--- src/rtl/barrier_seq_gen.sv ---
// -----------------------------------------------------------------------------
// barrier_seq_gen
//
// Purpose:
//   Generates the two-barrier sensor waveforms (A, B) that the people-counter
//   consumes. A pattern is requested through a valid/ready handshake. It then
//   plays out as a timed sequence of A/B levels, each held for HOLD_CYCLES
//   clocks. The block also tracks the occupancy count the counter should show
//   once all completed patterns have been applied.
//
//   Patterns (REQ_KIND), given as phase values (A,B):
//     00 entry        : 10, 11, 01, 00
//     01 exit         : 01, 11, 10, 00
//     10 incomplete   : 10, 00          (PH2/PH3 skipped)
//     11 simultaneous : 11, 00          (PH2/PH3 skipped)
//
// Handshake:
//   A request is accepted on a rising clk_i edge where req_valid_i and
//   req_ready_o are both 1. req_kind_i is latched on that edge. req_ready_o is
//   low while a pattern runs. A request held during that time is neither lost
//   nor queued: the requester keeps req_valid_i high until it is accepted.
//   req_ready_o is already high in the DONE cycle, so back-to-back patterns
//   run with no idle gap.
//
// Ports:
//   clk_i        system clock, rising edge active
//   rstn_i       asynchronous active-low reset
//   req_valid_i  a pattern request is present
//   req_kind_i   pattern select (see table above)
//   req_ready_o  block can accept a request
//   sens_a_o     barrier A drive
//   sens_b_o     barrier B drive
//   busy_o       a pattern is in progress
//   done_o       one-cycle pulse when a pattern completes
//   exp_cnt_o    expected occupancy count, saturating at 0 and CNT_MAX
//   state_o      current FSM state (debug visibility)
// -----------------------------------------------------------------------------
module barrier_seq_gen #(
    parameter logic [31:0] HOLD_CYCLES = 32'd100000,
    parameter logic [3:0]  CNT_MAX     = 4'd15
) (
    input  logic       clk_i,
    input  logic       rstn_i,
    input  logic       req_valid_i,
    input  logic [1:0] req_kind_i,
    output logic       req_ready_o,
    output logic       sens_a_o,
    output logic       sens_b_o,
    output logic       busy_o,
    output logic       done_o,
    output logic [3:0] exp_cnt_o,
    output logic [2:0] state_o
);

    typedef enum logic [2:0] {
        IDLE = 3'd0,
        PH1  = 3'd1,
        PH2  = 3'd2,
        PH3  = 3'd3,
        PH4  = 3'd4
    } state_e;

    localparam logic [1:0] KIND_ENTRY = 2'b00;
    localparam logic [1:0] KIND_EXIT  = 2'b01;

    // The timer counts down to zero, so each phase is loaded with HOLD_CYCLES-1
    // and lasts exactly HOLD_CYCLES cycles.
    localparam logic [31:0] RELOAD = HOLD_CYCLES - 32'd1;

    state_e      state_q,   state_d;
    logic [1:0]  kind_q,    kind_d;
    logic [31:0] timer_q,   timer_d;
    logic [3:0]  cnt_q,     cnt_d;
    logic        sens_a_q,  sens_a_d;
    logic        sens_b_q,  sens_b_d;
    logic        busy_q,    busy_d;
    logic        ready_q,   ready_d;
    logic        done_q,    done_d;

    logic        accept;
    logic        phase_end;

    // ready_q is high exactly when the FSM is in IDLE, so it can act as the
    // acceptance qualifier without adding a combinational path to req_ready_o.
    assign accept    = req_valid_i && ready_q;
    assign phase_end = (timer_q == 32'd0);

    // A/B level for a given state and pattern kind.
    function automatic logic [1:0] phase_ab(input state_e st, input logic [1:0] kind);
        logic [1:0] ab;
        ab = 2'b00;
        case (st)
            PH1: begin
                case (kind)
                    2'b00:   ab = 2'b10;
                    2'b01:   ab = 2'b01;
                    2'b10:   ab = 2'b10;
                    default: ab = 2'b11;
                endcase
            end
            PH2:     ab = 2'b11;
            PH3:     ab = (kind == KIND_EXIT) ? 2'b10 : 2'b01;
            default: ab = 2'b00;
        endcase
        return ab;
    endfunction

    // Next-state logic
    always_comb begin
        state_d = state_q;
        kind_d  = kind_q;
        timer_d = timer_q;
        cnt_d   = cnt_q;
        done_d  = 1'b0;

        case (state_q)
            IDLE: begin
                if (accept) begin
                    state_d = PH1;
                    kind_d  = req_kind_i;
                    timer_d = RELOAD;
                end
            end

            PH1: begin
                if (phase_end) begin
                    timer_d = RELOAD;
                    // Incomplete and simultaneous (kind[1] set) go straight to
                    // the closing idle phase.
                    state_d = kind_q[1] ? PH4 : PH2;
                end else begin
                    timer_d = timer_q - 32'd1;
                end
            end

            PH2: begin
                if (phase_end) begin
                    timer_d = RELOAD;
                    state_d = PH3;
                end else begin
                    timer_d = timer_q - 32'd1;
                end
            end

            PH3: begin
                if (phase_end) begin
                    timer_d = RELOAD;
                    state_d = PH4;
                end else begin
                    timer_d = timer_q - 32'd1;
                end
            end

            PH4: begin
                if (phase_end) begin
                    state_d = IDLE;
                    done_d  = 1'b1;
                    if (kind_q == KIND_ENTRY) begin
                        if (cnt_q < CNT_MAX) cnt_d = cnt_q + 4'd1;
                    end else if (kind_q == KIND_EXIT) begin
                        if (cnt_q != 4'd0) cnt_d = cnt_q - 4'd1;
                    end
                end else begin
                    timer_d = timer_q - 32'd1;
                end
            end

            default: begin
                state_d = IDLE;
            end
        endcase
    end

    // The outputs are computed from the next state so that, once registered,
    // they line up with the state they describe in the same cycle.
    always_comb begin
        {sens_a_d, sens_b_d} = phase_ab(state_d, kind_d);
        busy_d  = (state_d != IDLE);
        ready_d = (state_d == IDLE);
    end

    always_ff @(posedge clk_i or negedge rstn_i) begin
        if (!rstn_i) begin
            state_q  <= IDLE;
            kind_q   <= 2'b00;
            timer_q  <= 32'd0;
            cnt_q    <= 4'd0;
            sens_a_q <= 1'b0;
            sens_b_q <= 1'b0;
            busy_q   <= 1'b0;
            ready_q  <= 1'b1;
            done_q   <= 1'b0;
        end else begin
            state_q  <= state_d;
            kind_q   <= kind_d;
            timer_q  <= timer_d;
            cnt_q    <= cnt_d;
            sens_a_q <= sens_a_d;
            sens_b_q <= sens_b_d;
            busy_q   <= busy_d;
            ready_q  <= ready_d;
            done_q   <= done_d;
        end
    end

    assign req_ready_o = ready_q;
    assign sens_a_o    = sens_a_q;
    assign sens_b_o    = sens_b_q;
    assign busy_o      = busy_q;
    assign done_o      = done_q;
    assign exp_cnt_o   = cnt_q;
    assign state_o     = state_q;

endmodule

--- config.mk ---
export PLATFORM = sky130hd
export DESIGN_NAME = barrier_seq_gen
export DESIGN_NICKNAME = d
export VERILOG_FILES = /design/src/rtl/barrier_seq_gen.sv
export SDC_FILE = /design/constraint.sdc
export NUM_CORES = 1
export LEC_CHECK = 0
export CAP_MARGIN = 0
export CORE_ASPECT_RATIO = 1.4
export CORE_MARGIN = 2
export CORE_UTILIZATION = 50
export DETAILED_ROUTE_END_ITERATION = 8
export HOLD_SLACK_MARGIN = 0.1
export PLACE_DENSITY = 0.65
export SLEW_MARGIN = 40
export SYNTH_ARGS = -nofsm -noshare
export SYNTH_HDL_FRONTEND = slang
export SYNTH_SLANG_ARGS = --single-unit
--- constraint.sdc ---
create_clock -name clk_i -period 7.55 [get_ports clk_i]
set_input_delay 2.265 -clock clk_i [delete_from_list [all_inputs] [get_ports clk_i]]
set_output_delay 2.265 -clock clk_i [all_outputs]
set_load 0.1 [all_outputs]
# Word level (Yosys, flattened, before mapping)
# Index checks and enable logic that the tools add are counted.
# op_classes
n_addsub,3
magnitude_cmp,1
n_eq_ne,13
mux,22
n_reduce_logical,15
# op_table
cell,count
$mux W32,3
$pmux W32 S3,1
$logic_not A32 Y1,1
$sub A32 B1 Y32 const B,1
$mux W3,6
$mux W4,4
$pmux W3 S5,1
$eq A3 B2 Y1 const B,4
$eq A3 B1 Y1 const B,2
$logic_not A3 Y1,2
$mux W2,3
$pmux W2 S3,1
$reduce_bool A3 Y1,2
$reduce_and A5 Y1,1
$add A4 B1 Y4 const B,1
$eq A2 B1 Y1 const B,2
$logic_not A2 Y1,2
$lt A4 B4 Y1 const B,1
$ne A2 B2 Y1 const B,2
$pmux W2 S2,1
$reduce_bool A2 Y1,2
$reduce_bool A4 Y1,1
$sub A4 B1 Y4 const B,1
$eq A3 B3 Y1 const B,1
7 further kinds,8
# totals
reg_bits,46
in_bits,5
word_cells,63

# Longest topological paths before layout
# depth
ltp_word,7
depth_mapped,10

# Worst setup path after synthesis
# No wires, ideal clock.
# synth_path
kind,input to register
startpoint,input port req_valid_i
endpoint,register timer_q[12]
setup_time_ns,0.118
t_arrival_ns,3.641
slack_ns,3.791
cell_stages,6
n_path_buf,0
path_cell_list,a211oi_1 > o2111ai_1 > o31ai_1 > or3_1 > xor2_1 > nor2_1
# synth_between
elab_chain_len,3
# synth_rtl
item,line_no,source
"start, declared",44,"input logic req_valid_i,"
$logic_and A1 B1 Y1,85,assign accept = req_valid_i && ready_q;
$ne A2 B2 Y1 (no line),--,
$reduce_and A3 Y1 (no line),--,
"end signal, assigned",196,timer_q <= timer_d;
"end, declared",72,"logic [31:0] timer_q, timer_d;"
# No other way between the ends.
# A chain may end at the register's enable or synchronous reset.

# Worst setup path in the final report
# Same ends and word-level chain as after synthesis.

==> metrics.yaml <==
status:
  status: "completed"
logic_synthesis:
  yosys-top-cells-area: "dfrtp_1 (44%), nor2_1 (5.8%), xnor2_1 (5.5%), xor2_1 (4.5%), nor4_1 (3.9%)"
  netlist_area_um2: 2540
  synth_warnings: 0
  synth.top_cell.area_share_pct: 44.2
  synth-edff-count: 0
  synth_seq_area_share_pct: 45.3
  synth_nets: 268
  netlist_instances: 259
  ys.flop_type: "dfrtp_1"
  synth_top_area_cell: "dfrtp_1"
  syn_area_per_cell_um2: 9.83
  synthDistinctLibCells: 49
  synth-seq-cells: 46
  synthArstFlopShare_pct: 100
setup_path:
  startpoint: "req_valid_i"
  endpoint_kind: "flip-flop"
  crit_slowest_cell: "o31ai_1"
  worstPathRequired_ns: 7.73
  cp_cell_sequence: "clkdlybuf4s50_1 -> a211oi_1 -> o2111ai_1 -> o31ai_1 -> or3_1 -> xor2_1 -> nor2_1"
  cp_slowest_stage_delay_ns: 0.61
  cp.arrival_ns: 4.41
  crit_path_start_kind: "input port"
  critical_path_class: "input port to flip-flop"
  critPathMaxFanout: 5
  worstReg2RegStart: "timer_q[9]"
clock_network:
  cts_root_buffer: "clkbuf_8"
  cts_buffers: 5
  clk_path_buf_depth: 2
  numClockSinks: 46
  worst_skew_pair.late_latency_ns: 0.30
  clkTransAtPathRegs_ns: 0.08
  cts.repair.resized: 0
  h-tree-depth: 2
  cts_tree: "yes"
  post_cts_buffers: 0
  cts.hold.buffers_added: 0
drt:
  ant_nets: 0
  dr_wl_met2_mm: 2.55
  top_layer_used: "met4"
  dr.pass1.iters: 4
  via_per_inst: 5.84
  drcViolationCount: 0
  wirelength_mm: 5.17
  vias: 1979
  wl_per_cell_um: 15.3
  wl_met3_um: 207
  met1_length_mm: 2.34
  drt_first_iter_violations: 65
power_and_ir_drop:
  p_switching_mw: 0.0872
  pwr-share-seq_pct: 60.1
  p_per_area_nw_per_um2: 148
  p_int_mw: 0.322
  ir_worst_vdd_v: 0.0000869
  p_clk_share_pct: 38.1
  leakagePower_nw: 1.03
  p_total_mw: 0.409
  swShare_pct: 21.3
  power_frac_comb_pct: 1.7
die:
  num_rows: 30
  die-area_um2: 5680
  die_h_um: 88.4
  floorplan.initialDensity_pct: 52.2
  die_width_um: 64.3
  core_region_area_um2: 4880
  io_pins: 17
cells_and_area:
  syn_to_final_growth_pct: 8.65
  fin_nets: 283
  drive_gt1_share_pct: 13.8
  n_antenna_cell: 0
  fin_cells: 339
timing:
  min_period_over_period_pct: 56.0
  fmax_mhz: 236
  drv_slew: 0
  rsz0062_at_grt: "no"
  worst_pin_slew_ns: 0.763
  setup_tns_ns: 0
  finalSetupViolations: 0
  timing_hold_violations_final: 0
  skew_ns: 0.00286
  min_period_ns: 4.23
  hold_slack_ns: 0.523
  slew_headroom_pct: 48.6
global_route:
  antenna_found_initial: 0
  grt_use_total_pct: 20.6
  first_global_vias: 1962
  grt_overflow: 0
  grt_pass1_wl_mm: 9.16
  grt_max_degree: 47
placement:
  gp_congestion: 0.837
  port_buffers: 16
  dp_hpwl_mm: 3.73
  dp.cells: 331
min_path:
  hp-start: "timer_q[15]"
  hp-class: "flip-flop to flip-flop"
flow_run:
  cap_violations: 0
[registers in the layout, indices dropped and copies added (netlist names)]
signal	count
sens_a_o	1
kind_q	2
done_o	1
sens_b_o	1
req_ready_o	1
state_o	3
timer_q	32
busy_o	1
exp_cnt_o	4
[final timing paths]
path / endpoint / slack, ns / depth (start not counted)
max reg2reg: timer_q[31] / 4.60 / 6
min: timer_q[15] / 0.52 / 2
max: timer_q[12] / 3.32 / 7
min in group asynchronous: timer_q[18] / 1.96 / 1
max in group asynchronous: req_ready_o / 5.21 / 1
min reg2reg: timer_q[15] / 0.52 / 2
[power groups by stage]
stage               logic (mW)  registers [mW]  clock network (mW)
detailed placement     0.00763           0.251                   0
floorplan             0.000224           0.251                   0
global placement       0.00746           0.251                   0
global route           0.00837           0.246               0.173
CTS                    0.00757           0.246               0.162
finish                 0.00713           0.246               0.156
[cell type report]
| class | instances | area [µm²] |
|---|---|---|
| clock buffer | 7 | 86.3 |
| clock inverter | 1 | 5.00 |
| fill | 469 | 2110 |
| inverter | 6 | 22.5 |
| multi-input combinational | 199 | 1320 |
| sequential | 46 | 1150 |
| tap | 64 | 80.1 |
| timing repair buffer | 16 | 97.6 |
[critical path: cells and delay by family]
kind,cells,cell delay [ns]
buf+inv,1,0.48
simple gates,2,0.26
xor+xnor,1,0.14
compound gates,3,1.27
[routing by layer]
layer | vias to the layer above | global-route usage [%]
met2 | 40 | 34.5
met1 | 973 | 27.1
met3 | 6 | 3.94
met4 | 0 | 6.58
met5 | - | 0
li1 | 960 | -
[through the flow]
stage	setup WS (ns)	cell area, µm²	util, %
floorplan	3.79	2540	-
global placement	3.04	2730	55.8
detailed placement	3.02	2670	54.7
CTS	3.34	2760	56.5
global route	3.16	2770	56.7
finish	3.32	2770	56.7
[cells in the final DEF (no fill, tap or decap), types with 6 or more instances in the layout]
| master | n |
|---|---|
| nor4_1 | 15 |
| nor2_1 | 39 |
| nor3_1 | 10 |
| xor2_1 | 13 |
| buf_2 | 12 |
| dfrtp_1 | 45 |
| nand2_1 | 18 |
| nand3_1 | 9 |
| xnor2_1 | 16 |
| o21ai_0 | 7 |
| or3_1 | 6 |
| clkbuf_8 | 6 |
[cell usage after synthesis (2+ instances only)]
cell type	number
nor4_1	16
and3_1	2
o31ai_1	3
nand3_1	9
nor2b_1	5
xnor2_1	16
o21ai_0	7
nand4_1	3
or4_1	3
inv_1	5
mux2i_1	3
nand3b_1	2
or3_1	6
ha_1	3
o211ai_1	5
or2_2	3
clkbuf_1	3
buf_6	3
o41ai_1	4
buf_2	2
a21oi_1	3
xor2_1	13
nor2_1	39
mux2_2	3
nand2_1	18
nor4_2	2
dfrtp_1	45
nand2b_1	3
nor3_1	10
[cell families (layout without fill, tap and decap cells)]
group | Yosys count | in the layout | share of synthesized area [%]
compound gates | 31 | 31 | 9.93
xor+xnor | 29 | 29 | 9.98
fa+ha+maj | 4 | 4 | 2.26
buf+inv | 14 | 30 | 3.05
flops | 46 | 46 | 45.3
mux | 6 | 6 | 2.51
simple gates | 129 | 129 | 27.0
Note: power is estimated with default switching activity, not from simulation.
